==> src/rtl/echo_block_sequencer.sv <==
// Block sequencer for the FTDI echo datapath: read one block, echo it back in
// full, clear the datapath counters, repeat. Idle or disabled partial blocks are flushed.
module echo_block_sequencer #(
    parameter int BLOCK_SIZE   = 512,
    parameter int CT_W         = 10,
    parameter int IDLE_TIMEOUT = 1024,
    parameter int TO_W         = 11
) (
    input  logic            clock,
    input  logic            reset,
    input  logic            en,
    input  logic            rd_strobe,
    input  logic            wr_strobe,
    output logic            rd_en,
    output logic            tx_en,
    output logic            data_wr_valid,
    output logic            ct_clear,
    output logic            tx_done,
    output logic [CT_W-1:0] rx_ct,
    output logic [CT_W-1:0] tx_ct,
    output logic [1:0]      state,
    output logic            protocol_err
);

    typedef enum logic [1:0] {
        S_IDLE  = 2'd0,
        S_READ  = 2'd1,
        S_WRITE = 2'd2,
        S_CLEAR = 2'd3
    } state_t;

    localparam logic [CT_W-1:0] CT_ONE     = CT_W'(1);
    localparam logic [CT_W-1:0] BLOCK_LAST = CT_W'(BLOCK_SIZE - 1);
    localparam logic [TO_W-1:0] TO_ONE     = TO_W'(1);
    localparam logic [TO_W-1:0] TO_LAST    = TO_W'(IDLE_TIMEOUT - 1);

    state_t          state_q, state_d;
    logic [CT_W-1:0] rx_ct_q, rx_ct_d;
    logic [CT_W-1:0] tx_ct_q, tx_ct_d;
    logic [TO_W-1:0] to_ct_q, to_ct_d;
    logic            err_q, err_d;
    logic [CT_W-1:0] rx_ct_inc, tx_ct_inc;
    logic            tx_caught_up;

    assign rx_ct_inc    = rx_ct_q + CT_ONE;
    assign tx_ct_inc    = tx_ct_q + CT_ONE;
    assign tx_caught_up = (tx_ct_q == rx_ct_q);

    // NOTE: every variable gets a default before the case so no path leaves it unassigned (no latches).
    always_comb begin
        state_d = state_q;
        rx_ct_d = rx_ct_q;
        tx_ct_d = tx_ct_q;
        to_ct_d = to_ct_q;
        err_d   = err_q;

        if (rd_strobe && state_q != S_READ)
            err_d = 1'b1;
        if (wr_strobe && (state_q != S_WRITE || tx_caught_up))
            err_d = 1'b1;

        unique case (state_q)
            S_IDLE: begin
                to_ct_d = '0;
                if (en)
                    state_d = S_READ;
            end
            S_READ: begin
                // A strobe always beats a timeout; a strobe taken with en low is flushed, not dropped.
                if (rd_strobe) begin
                    rx_ct_d = rx_ct_inc;
                    to_ct_d = '0;
                    if (rx_ct_q == BLOCK_LAST || !en)
                        state_d = S_WRITE;
                end else if (rx_ct_q == '0) begin
                    to_ct_d = '0;
                    if (!en)
                        state_d = S_IDLE;
                end else if (!en || to_ct_q == TO_LAST) begin
                    to_ct_d = '0;
                    state_d = S_WRITE;
                end else begin
                    to_ct_d = to_ct_q + TO_ONE;
                end
            end
            S_WRITE: begin
                to_ct_d = '0;
                if (wr_strobe && !tx_caught_up) begin
                    tx_ct_d = tx_ct_inc;
                    if (tx_ct_inc == rx_ct_q)
                        state_d = S_CLEAR;
                end
            end
            S_CLEAR: begin
                rx_ct_d = '0;
                tx_ct_d = '0;
                to_ct_d = '0;
                state_d = en ? S_READ : S_IDLE;
            end
            default: state_d = S_IDLE;
        endcase
    end

    // NOTE: state registers use non-blocking assignments so all of them update together at the edge.
    always_ff @(posedge clock) begin
        if (reset) begin
            state_q <= S_IDLE;
            rx_ct_q <= '0;
            tx_ct_q <= '0;
            to_ct_q <= '0;
            err_q   <= 1'b0;
        end else begin
            state_q <= state_d;
            rx_ct_q <= rx_ct_d;
            tx_ct_q <= tx_ct_d;
            to_ct_q <= to_ct_d;
            err_q   <= err_d;
        end
    end

    // Outputs decode registered state only, so no input reaches an output combinationally.
    assign rd_en         = (state_q == S_READ);
    assign tx_en         = (state_q == S_WRITE);
    assign data_wr_valid = (state_q == S_WRITE) && (tx_ct_q < rx_ct_q);
    assign ct_clear      = (state_q == S_CLEAR);
    assign tx_done       = (state_q == S_CLEAR);
    assign rx_ct         = rx_ct_q;
    assign tx_ct         = tx_ct_q;
    assign state         = state_q;
    assign protocol_err  = err_q;

endmodule

==> config.mk <==
export PLATFORM = sky130hd
export DESIGN_NAME = echo_block_sequencer
export DESIGN_NICKNAME = d
export VERILOG_FILES = /design/src/rtl/echo_block_sequencer.sv
export SDC_FILE = /design/constraint.sdc
export NUM_CORES = 1
export LEC_CHECK = 0
export ABC_AREA = 0
export CAP_MARGIN = 10
export CORE_ASPECT_RATIO = 0.75
export CORE_MARGIN = 4
export CORE_UTILIZATION = 35
export DETAILED_ROUTE_END_ITERATION = 7
export PLACE_DENSITY = 0.57
export SETUP_SLACK_MARGIN = 0.5
export SLEW_MARGIN = 20
export SYNTH_ARGS = -nofsm -noshare
export SYNTH_HDL_FRONTEND = slang
export SYNTH_SLANG_ARGS = --single-unit
==> constraint.sdc <==
create_clock -name clock -period 4.1 [get_ports clock]
set_input_delay 1.025 -clock clock [delete_from_list [all_inputs] [get_ports clock]]
set_output_delay 1.025 -clock clock [all_outputs]
set_load 0.01 [all_outputs]
==> impl_metrics.py <==
metrics = {
    "status": {
        "status": "finished clean",
    },
    "placed_design": {
        "place_hpwl_um": 4120,
        "dp_slack_ps": 1040,
        "gp_congestion": 0.782,
        "dpl_cell_area_mm2": 0.00249,
        "port_buffers": 32,
    },
    "sta": {
        "fin_tns_setup_ps": 0,
        "worstMarginPinSlew_ps": 494,
        "rsz0062_at_grt": "no",
        "fin_crit_ps": 3350,
        "fin_skew_ps": 4.99,
        "slew_viol_final": 0,
        "fmax_ghz": 0.299,
        "setup_ws_ps": 753,
        "relSlewSlack_pct": 66.9,
        "hold_viol": 0,
        "min_period_over_period_pct": 81.6,
        "setup_viol": 0,
    },
    "finish": {
        "fin_area_mm2": 0.00257,
        "fillers": 626,
        "antennaDiodeCount": 0,
        "nets": 312,
        "drive_above_1_share_pct": 5.48,
        "synthToLayoutAreaGrowth_pct": 20.8,
    },
    "grt": {
        "globalRouteOverflowTotal": 0,
        "grt_max_degree": 13,
        "grt_pass1_vias": 1794,
        "grt_pass1_wl_um": 8990,
        "grt_util_all_layers_pct": 15.1,
        "antenna_found_initial": 0,
    },
    "critical_path": {
        "r2r-start": "rx_ct[6]",
        "timing.rr.end": "tx_ct[4]",
        "r2r_slack_ps": 1670,
        "r2r.worst_path.cells": 8,
        "cp.arrival_ps": 2320,
        "start_kind": "flop",
        "cp_max_fo": 7,
        "crit_path_end_kind": "output pin",
        "cp.required_ps": 3070,
        "crit_type": "reg2out",
    },
    "drt": {
        "drc": 0,
        "drtAntennaViolNets": 0,
        "via_per_inst": 5.10,
        "drt-initial-drc-count": 95,
        "wl_um": 5260,
        "post_drt_wl_per_cell_um": 14.2,
        "dr_total_vias": 1886,
        "dr.pass1.iters": 4,
    },
    "synthesis": {
        "synthFlopType": "dfxtp_1",
        "avgSynthCellArea_um2": 8.03,
        "yosysUniqueCellTypes": 46,
        "netlist.area_leader.share_pct": 32.0,
        "synth_top_cells_by_count": "dfxtp_1, nor2_1, xnor2_1",
        "yosysWarningCount": 0,
        "synth_seq_area_share_pct": 32.0,
        "synth_edf_count": 0,
        "netlist_instances": 265,
        "yosysMostFrequentCell": "dfxtp_1",
        "ys_ff_latch": 34,
        "syn-num-nets": 284,
        "yosysTopAreaCell": "dfxtp_1",
        "syn_area_mm2": 0.00213,
        "synthArstFlopShare_pct": 0,
        "yosys-top-cells-area": "dfxtp_1, ha_1, xnor2_1",
    },
    "clock_tree": {
        "cts.clk_slew.worst_paths_ps": 60,
        "clock_path_buffers": 2,
        "cts_resized": 0,
        "cts_root_buffer": "clkbuf_8",
        "tritoncts": "done",
        "htreeDepth": 2,
        "insertion_delay_ps": 280,
        "cts_made_buffers": 5,
        "postCtsSetupBuffers": 0,
        "ctsHoldBuffers": 0,
        "cts_num_sinks": 34,
    },
    "floorplan": {
        "die_h_um": 75.5,
        "core-area_mm2": 0.00586,
        "rows": 24,
        "start_util_pct": 36.3,
        "ios": 33,
        "dieArea_mm2": 0.00741,
        "die_x_um": 98.0,
    },
    "power": {
        "power_density_mw_per_mm2": 257,
        "vdd_drop_max_v": 0.000117,
        "leakage_nw": 0.906,
    },
    "worst_hold_path": {
        "hold_end": "to_ct_q[0]",
        "min_path_type": "reg2reg",
        "hold_depth": 1,
        "hp-start": "to_ct_q[0]",
    },
    "run": {
        "cap_violations": 0,
    },
}
placed cells by master, fill, tap and decap left out, types with 2 or more instances in the layout:
| cell type | synthesis | final |
|---|---|---|
| buf_4 | 1 | 3 |
| nand2b_1 | 4 | 4 |
| a21oi_1 | 14 | 14 |
| nor2b_1 | 2 | 2 |
| nor2_1 | 30 | 30 |
| nand3_1 | 13 | 13 |
| o21ai_0 | 16 | 16 |
| xnor2_1 | 18 | 18 |
| nand4_1 | 7 | 7 |
| and3_1 | 4 | 4 |
| o31ai_1 | 6 | 6 |
| xor2_1 | 8 | 8 |
| and4_1 | 2 | 2 |
| nor3_1 | 11 | 11 |
| inv_1 | 16 | 16 |
| a31oi_1 | 2 | 2 |
| nor4_1 | 2 | 2 |
| o211ai_1 | 3 | 3 |
| clkdlybuf4s50_1 | 0 | 32 |
| ha_1 | 14 | 14 |
| or3_1 | 5 | 5 |
| nand3b_1 | 2 | 2 |
| and2_1 | 2 | 2 |
| clkbuf_8 | 0 | 6 |
| nand2_1 | 17 | 17 |
| dfxtp_1 | 34 | 34 |
| a21o_1 | 2 | 2 |
final cells by class:
type	count	area, um2	area share, %
Sequential cell	34	681	26.5
Timing Repair Buffer	35	343	13.3
Multi-Input combinational cell	201	1310	50.9
Tap cell	78	97.6	3.80
Clock buffer	6	82.6	3.21
Inverter	16	60.1	2.34
sequential cells by signal, indices dropped and copies added (netlist names), named ones only:
name and cells:
to_ct_q 11, rx_ct 10, tx_ct 10, protocol_err 1, state 1
critical path, cell delays in order, from the launching register on:
cell	delay (ps)
dfxtp_1	480
inv_1	160
ha_1	310
nand4_1	180
nor2_1	70
o21ai_0	90
o2111a_1	220
clkdlybuf4s50_1	530
cell families after synthesis:
kind of cell / count (synthesis) / synth area share (%)
simple gates: 108 / 26.6
compound gates: 53 / 15.9
flops: 34 / 32.0
buf+inv: 30 / 6.58
xor+xnor: 26 / 10.7
fa+ha+maj: 14 / 8.23
stage by stage:
step	hold WS, ps	std cells	total power [mW]	util, %
after floorplan	417	265	0.395	-
after global placement	431	364	0.424	42.5
after detailed placement	441	364	0.424	42.5
after CTS	456	370	0.668	43.9
after global routing	485	370	0.690	43.9
final	449	370	0.660	43.9
where the power goes:
group | switching, mW | leakage, nW | internal [mW]
Combinational | 0.0382 | 0.588 | 0.0335
Sequential | 0.0107 | 0.275 | 0.335
Clock | 0.114 | 0.0431 | 0.129
Total | 0.162 | 0.906 | 0.498
worst max-delay path by stage:
stage              from       endpoint  depth (start not counted)
6_report       rx_ct[6]  data_wr_valid                          7
2_1_floorplan  rx_ct[7]  data_wr_valid                          7
3_3_place_gp   rx_ct[6]  data_wr_valid                          7
4_1_cts        rx_ct[6]  data_wr_valid                          7
3_5_place_dp   rx_ct[6]  data_wr_valid                          7
5_1_grt        rx_ct[7]  data_wr_valid                          7
routing by layer:
| layer | track usage, % | wire length [um] |
|---|---|---|
| met1 | 22.4 | 2840 |
| met2 | 21.2 | 2070 |
| met4 | 3.69 | 24 |
| met3 | 4.76 | 332 |
| met5 | 0 | 0 |
Power figures use the tool's default switching activity.
